--- config.mk ---
export PLATFORM = sky130hd
export DESIGN_NAME = fetch_unit
export DESIGN_NICKNAME = d
export VERILOG_FILES = /design/src/rtl/fetch_unit.sv
export SDC_FILE = /design/constraint.sdc
export NUM_CORES = 1
export LEC_CHECK = 0
export CAP_MARGIN = 10
export CORE_ASPECT_RATIO = 0.8
export CORE_UTILIZATION = 42
export CTS_CLUSTER_DIAMETER = 200
export CTS_CLUSTER_SIZE = 28
export DETAILED_ROUTE_END_ITERATION = 10
export PLACE_DENSITY = 0.7
export SLEW_MARGIN = 20
export SYNTH_ARGS = -nofsm -noshare
export SYNTH_HDL_FRONTEND = slang
export SYNTH_SLANG_ARGS = --single-unit
--- constraint.sdc ---
create_clock -name clk -period 4.8 [get_ports clk]
set_clock_uncertainty 0.15 [all_clocks]
set_input_delay 0.72 -clock clk [delete_from_list [all_inputs] [get_ports clk]]
set_output_delay 0.72 -clock clk [all_outputs]
set_load 0.005 [all_outputs]
--- src/rtl/fetch_unit.sv ---
// fetch_unit: instruction fetch stage feeding control_unit.
// Holds the PC and reads the instruction memory asynchronously through
// imem_addr/imem_rdata. It issues one instruction per cycle. For two-word ops
// (LDM, SHL, SHR) it also gathers the trailing immediate word, so decode sees
// the instruction and its immediate together.
// Ports:
//   clk, rst_n          clock, async active-low reset
//   stall               freeze PC, state and all outputs
//   redirect_valid/_pc  jump: load new PC, drop any half-gathered instruction
//   imem_addr/_rdata    instruction memory address (= pc) / read data
//   instr_out, opcode   issued instruction word and its top 5 bits
//   imm_out, imm_valid  immediate word of the issued instruction
//   instr_valid         outputs hold a real instruction
//   pc_out, pc_next     address of issued instruction / address after it
module fetch_unit #(
  parameter int unsigned            PC_W     = 16,
  parameter int unsigned            INSTR_W  = 16,
  parameter logic [PC_W-1:0]        RESET_PC = '0
) (
  input  logic               clk,
  input  logic               rst_n,
  input  logic               stall,
  input  logic               redirect_valid,
  input  logic [PC_W-1:0]    redirect_pc,
  output logic [PC_W-1:0]    imem_addr,
  input  logic [INSTR_W-1:0] imem_rdata,
  output logic [INSTR_W-1:0] instr_out,
  output logic [4:0]         opcode,
  output logic [INSTR_W-1:0] imm_out,
  output logic               imm_valid,
  output logic               instr_valid,
  output logic [PC_W-1:0]    pc_out,
  output logic [PC_W-1:0]    pc_next
);

  typedef enum logic {S_FETCH, S_IMM} state_t;

  localparam logic [4:0] OP_LDM = 5'd13;
  localparam logic [4:0] OP_SHL = 5'd30;
  localparam logic [4:0] OP_SHR = 5'd31;

  state_t             state_q, state_d;
  logic [PC_W-1:0]    pc_q, pc_d;
  logic [INSTR_W-1:0] ir_q, ir_d;
  logic [INSTR_W-1:0] instr_out_q, instr_out_d;
  logic [INSTR_W-1:0] imm_out_q, imm_out_d;
  logic               imm_valid_q, imm_valid_d;
  logic               instr_valid_q, instr_valid_d;
  logic [PC_W-1:0]    pc_out_q, pc_out_d;
  logic [PC_W-1:0]    pc_next_q, pc_next_d;

  logic [4:0] word_op;
  logic       two_word;

  assign word_op  = imem_rdata[INSTR_W-1 -: 5];
  assign two_word = (word_op == OP_LDM) || (word_op == OP_SHL) || (word_op == OP_SHR);

  always_comb begin
    state_d       = state_q;
    pc_d          = pc_q;
    ir_d          = ir_q;
    instr_out_d   = instr_out_q;
    imm_out_d     = imm_out_q;
    imm_valid_d   = imm_valid_q;
    instr_valid_d = instr_valid_q;
    pc_out_d      = pc_out_q;
    pc_next_d     = pc_next_q;
    if (redirect_valid) begin
      // Redirect beats stall: the half-gathered instruction is thrown away.
      pc_d          = redirect_pc;
      state_d       = S_FETCH;
      instr_valid_d = 1'b0;
      imm_valid_d   = 1'b0;
      instr_out_d   = '0;
    end else if (!stall) begin
      unique case (state_q)
        S_FETCH: begin
          ir_d = imem_rdata;
          pc_d = pc_q + 1'b1;
          if (two_word) begin
            state_d       = S_IMM;
            instr_valid_d = 1'b0;
          end else begin
            instr_out_d   = imem_rdata;
            instr_valid_d = 1'b1;
            imm_valid_d   = 1'b0;
            pc_out_d      = pc_q;
            pc_next_d     = pc_q + 1'b1;
          end
        end
        S_IMM: begin
          // pc already points at the immediate, so the first word sits at pc-1.
          imm_out_d     = imem_rdata;
          pc_d          = pc_q + 1'b1;
          state_d       = S_FETCH;
          instr_out_d   = ir_q;
          instr_valid_d = 1'b1;
          imm_valid_d   = 1'b1;
          pc_out_d      = pc_q - 1'b1;
          pc_next_d     = pc_q + 1'b1;
        end
        default: state_d = S_FETCH;
      endcase
    end
  end

  always_ff @(posedge clk or negedge rst_n) begin
    if (!rst_n) begin
      state_q       <= S_FETCH;
      pc_q          <= RESET_PC;
      ir_q          <= '0;
      instr_out_q   <= '0;
      imm_out_q     <= '0;
      imm_valid_q   <= 1'b0;
      instr_valid_q <= 1'b0;
      pc_out_q      <= '0;
      pc_next_q     <= '0;
    end else begin
      state_q       <= state_d;
      pc_q          <= pc_d;
      ir_q          <= ir_d;
      instr_out_q   <= instr_out_d;
      imm_out_q     <= imm_out_d;
      imm_valid_q   <= imm_valid_d;
      instr_valid_q <= instr_valid_d;
      pc_out_q      <= pc_out_d;
      pc_next_q     <= pc_next_d;
    end
  end

  assign imem_addr   = pc_q;
  assign instr_out   = instr_out_q;
  assign opcode      = instr_out_q[INSTR_W-1 -: 5];
  assign imm_out     = imm_out_q;
  assign imm_valid   = imm_valid_q;
  assign instr_valid = instr_valid_q;
  assign pc_out      = pc_out_q;
  assign pc_next     = pc_next_q;

endmodule
==> results.md <==
* Tot Pwr at 2.28 mW
* Fmax at 374 MHz
* Max_cap viols at 0
* Post-CTS setup buffer count at 0
* Initial antenna violation count at 0
* Num CTS Buffers at 9
* Critical path class: input pin to flop
* Critical Path, Cell by Cell: clkdlybuf4s50_1, or3b_1, a22oi_2, buf_4, o21ai_0
* Deepest clock path buffer count at 2
* Dpl cell area at 5960 µm²
* Crit start category: input pin
* Static leakage at 2.46 nW
* First-pass GRT wire length at 18100 µm
* Reg clk slew, reported paths at 60 ps
* Multi-input logic area at 2000 µm²
* H-tree depth at 3
* Power per Cell Area at 362 nW/µm²
* Crit path buffers/inverters at 2
* Max VDD drop at 192 µV
* Fin crit share at 0.557
* Unique cell type count in the Yosys netlist at 46
* Final Wtd Congestion at 0.775
* Flip-flop and latch area at 2480 µm²
* RSZ-0062 raised after global routing: no
* DRT Pass-1 Iters at 4
* Number of global-route vias before repair at 3504
* FP Rows at 34
* Cell with the most instances after synthesis: dfrtp_1
* Die X at 121 µm
* Max incr delay on CP at 560 ps
* Top cells by area, synth: dfrtp_1 (52%), mux2_2 (7.9%), o21ai_0 (4.1%), xnor2_1 (4.1%), mux2i_1 (3.6%)
* Register area share after synthesis at 0.524
* Die ar. at 11700 µm²
* Total number of vias at 3579
* Via/cell ratio at 5.26
* WL/cell at 16.1 µm
* CP max-delay cell: a22oi_2
* Share of layout cells above drive strength 1 at 0.128
* Setup crit end kind: flop
* Fillers at 958
* Count of flip-flops with a built-in enable after synthesis at 0
* CTS sink count at 99
* Yosys reg bits at 99
* HP Class: input pin to asynchronous set/reset pin
* Post-route cell area at 6280 µm²
* Synth area leader: dfrtp_1
* Slew @ Worst Pin at 874 ps
* CTS tree: done
* Hold Buf Count CTS at 0
* Mapped Cells at 432
* Layout Cells excl Fill at 681
* Worst Path Max Fanout at 24
* Crit path required time at 4870 ps
* Warnings from Yosys at 0
* Cell Area, Synth at 4730 µm²
* Starting density of the core at 0.434
* Worst Path Arrival at 2740 ps
* Share of the synthesized area in the top cell type at 0.524
* Largest net degree at the start of global routing at 63
* First-iteration detailed-routing DRC count at 173
* Antenna cells at 0
* Pins Over Slew Limit at 0
* Crit-path leading delay family: buffers and inverters
* CTS resizes at 0
* Placed insts at 665
* Syn nets at 470
* Total gr overflow at 0
* Max-slew headroom at 0.418
* Post-synth ARST share at 1.00
* Final WL at 11000 µm
* Syn avg cell area at 10.9 µm²
* Area growth syn-to-layout at 32.8%
* I/O Pins at 123
* Minimum clock period at 2670 ps
* Main synth FF type: dfrtp_1
* Root Driver: clkbuf_16
* Skew-Pair Late Insertion Delay at 340 ps
* # nets final at 570
* ANT nets after route at 0
* Min Hold Slack at 308 ps
* Total Routing Usage GR at 0.198
* DP Wirelength at 7490 µm
* Synth cell count leaders: dfrtp_1 (99), nand2_1 (44), o21ai_0 (39)
* Endpoints failing setup at 0
* Post-route setup TNS at 0 ps
* Final Hold Viols at 0
* Core area at 10900 µm²
* Buffers on Ports at 122
* Die height at 96.9 µm
* Outcome: completed
* DRC viols at 0
where the power goes:
part | internal (mW) | switching (mW) | total (mW)
clock | 0.433 | 0.315 | 0.748
combinational | 0.292 | 0.180 | 0.472
sequential | 0.952 | 0.104 | 1.06
state kept, by name (all words and copies together) (netlist names):
| register | cells |
|---|---|
| pc_next | 16 |
| state_q | 1 |
| imem_addr | 16 |
| pc_out | 16 |
| ir_q | 16 |
| imm_out | 16 |
| instr_valid | 1 |
| instr_out | 16 |
| imm_valid | 1 |
per-layer routing:
metal  up-vias  GRT usage  share of wire
met5         -          0              0
met4         0     0.0389         0.0083
met3         9     0.0749          0.092
met2       127      0.280           0.43
met1      1711      0.287           0.47
li1       1732          -              -
final cells by class:
class,count,area share
clock buffers,11,0.0403
clock inverters,5,0.00977
inverters,6,0.00359
repair buffers,130,0.204
flip-flops and latches,99,0.395
well taps,144,0.0287
multi-input cells,286,0.319
metrics by stage:
stage               setup slack [ps]  utilization
floorplan                       2360            -
global placement                1840        0.548
detailed placement              1770        0.548
CTS                             2120        0.576
global route                    1990        0.576
finish                          2130        0.576
logic make-up after synthesis:
group | synth area share
AND/OR/NAND/NOR | 0.134
flip-flops | 0.524
AO/OA/AOI/OAI | 0.116
multiplexers | 0.115
buffers and inverters | 0.0537
XOR/XNOR | 0.0519
adder cells (fa/ha/maj) | 0.00529
path summary, 6_finish.rpt:
kind	start	end	slack (ps)	cells after the start
min in group clk	imm_valid	imm_valid	340	1
worst min-delay path	rst_n	pc_out[13]	310	1
max in group asynchronous	rst_n	ir_q[4]	3180	2
worst min register to register	imm_valid	imm_valid	340	1
worst max-delay path	imem_rdata[15]	pc_out[2]	2130	5
worst max register to register	imem_addr[0]	imem_addr[14]	2140	5
placed cells by master, fill, tap and decap left out, types with 2 or more instances in the layout:
master	instances
xnor2_1	22
nor2_1	23
o21ai_0	39
nand2_1	44
nand3_1	7
or3_1	5
clkbuf_8	2
clkdlybuf4s50_1	121
a21o_1	2
mux2i_1	17
inv_1	6
nor4_1	5
ha_1	2
nand4_1	3
clkinvlp_4	3
or4_1	8
xor2_1	6
clkbuf_16	9
nor3_1	7
a31oi_1	15
or3_2	2
nand3b_1	3
o31ai_1	8
mux2_2	33
dfrtp_1	99
or4_2	2
o2bb2ai_1	16
buf_4	9
(Power assumes the default switching activity.)
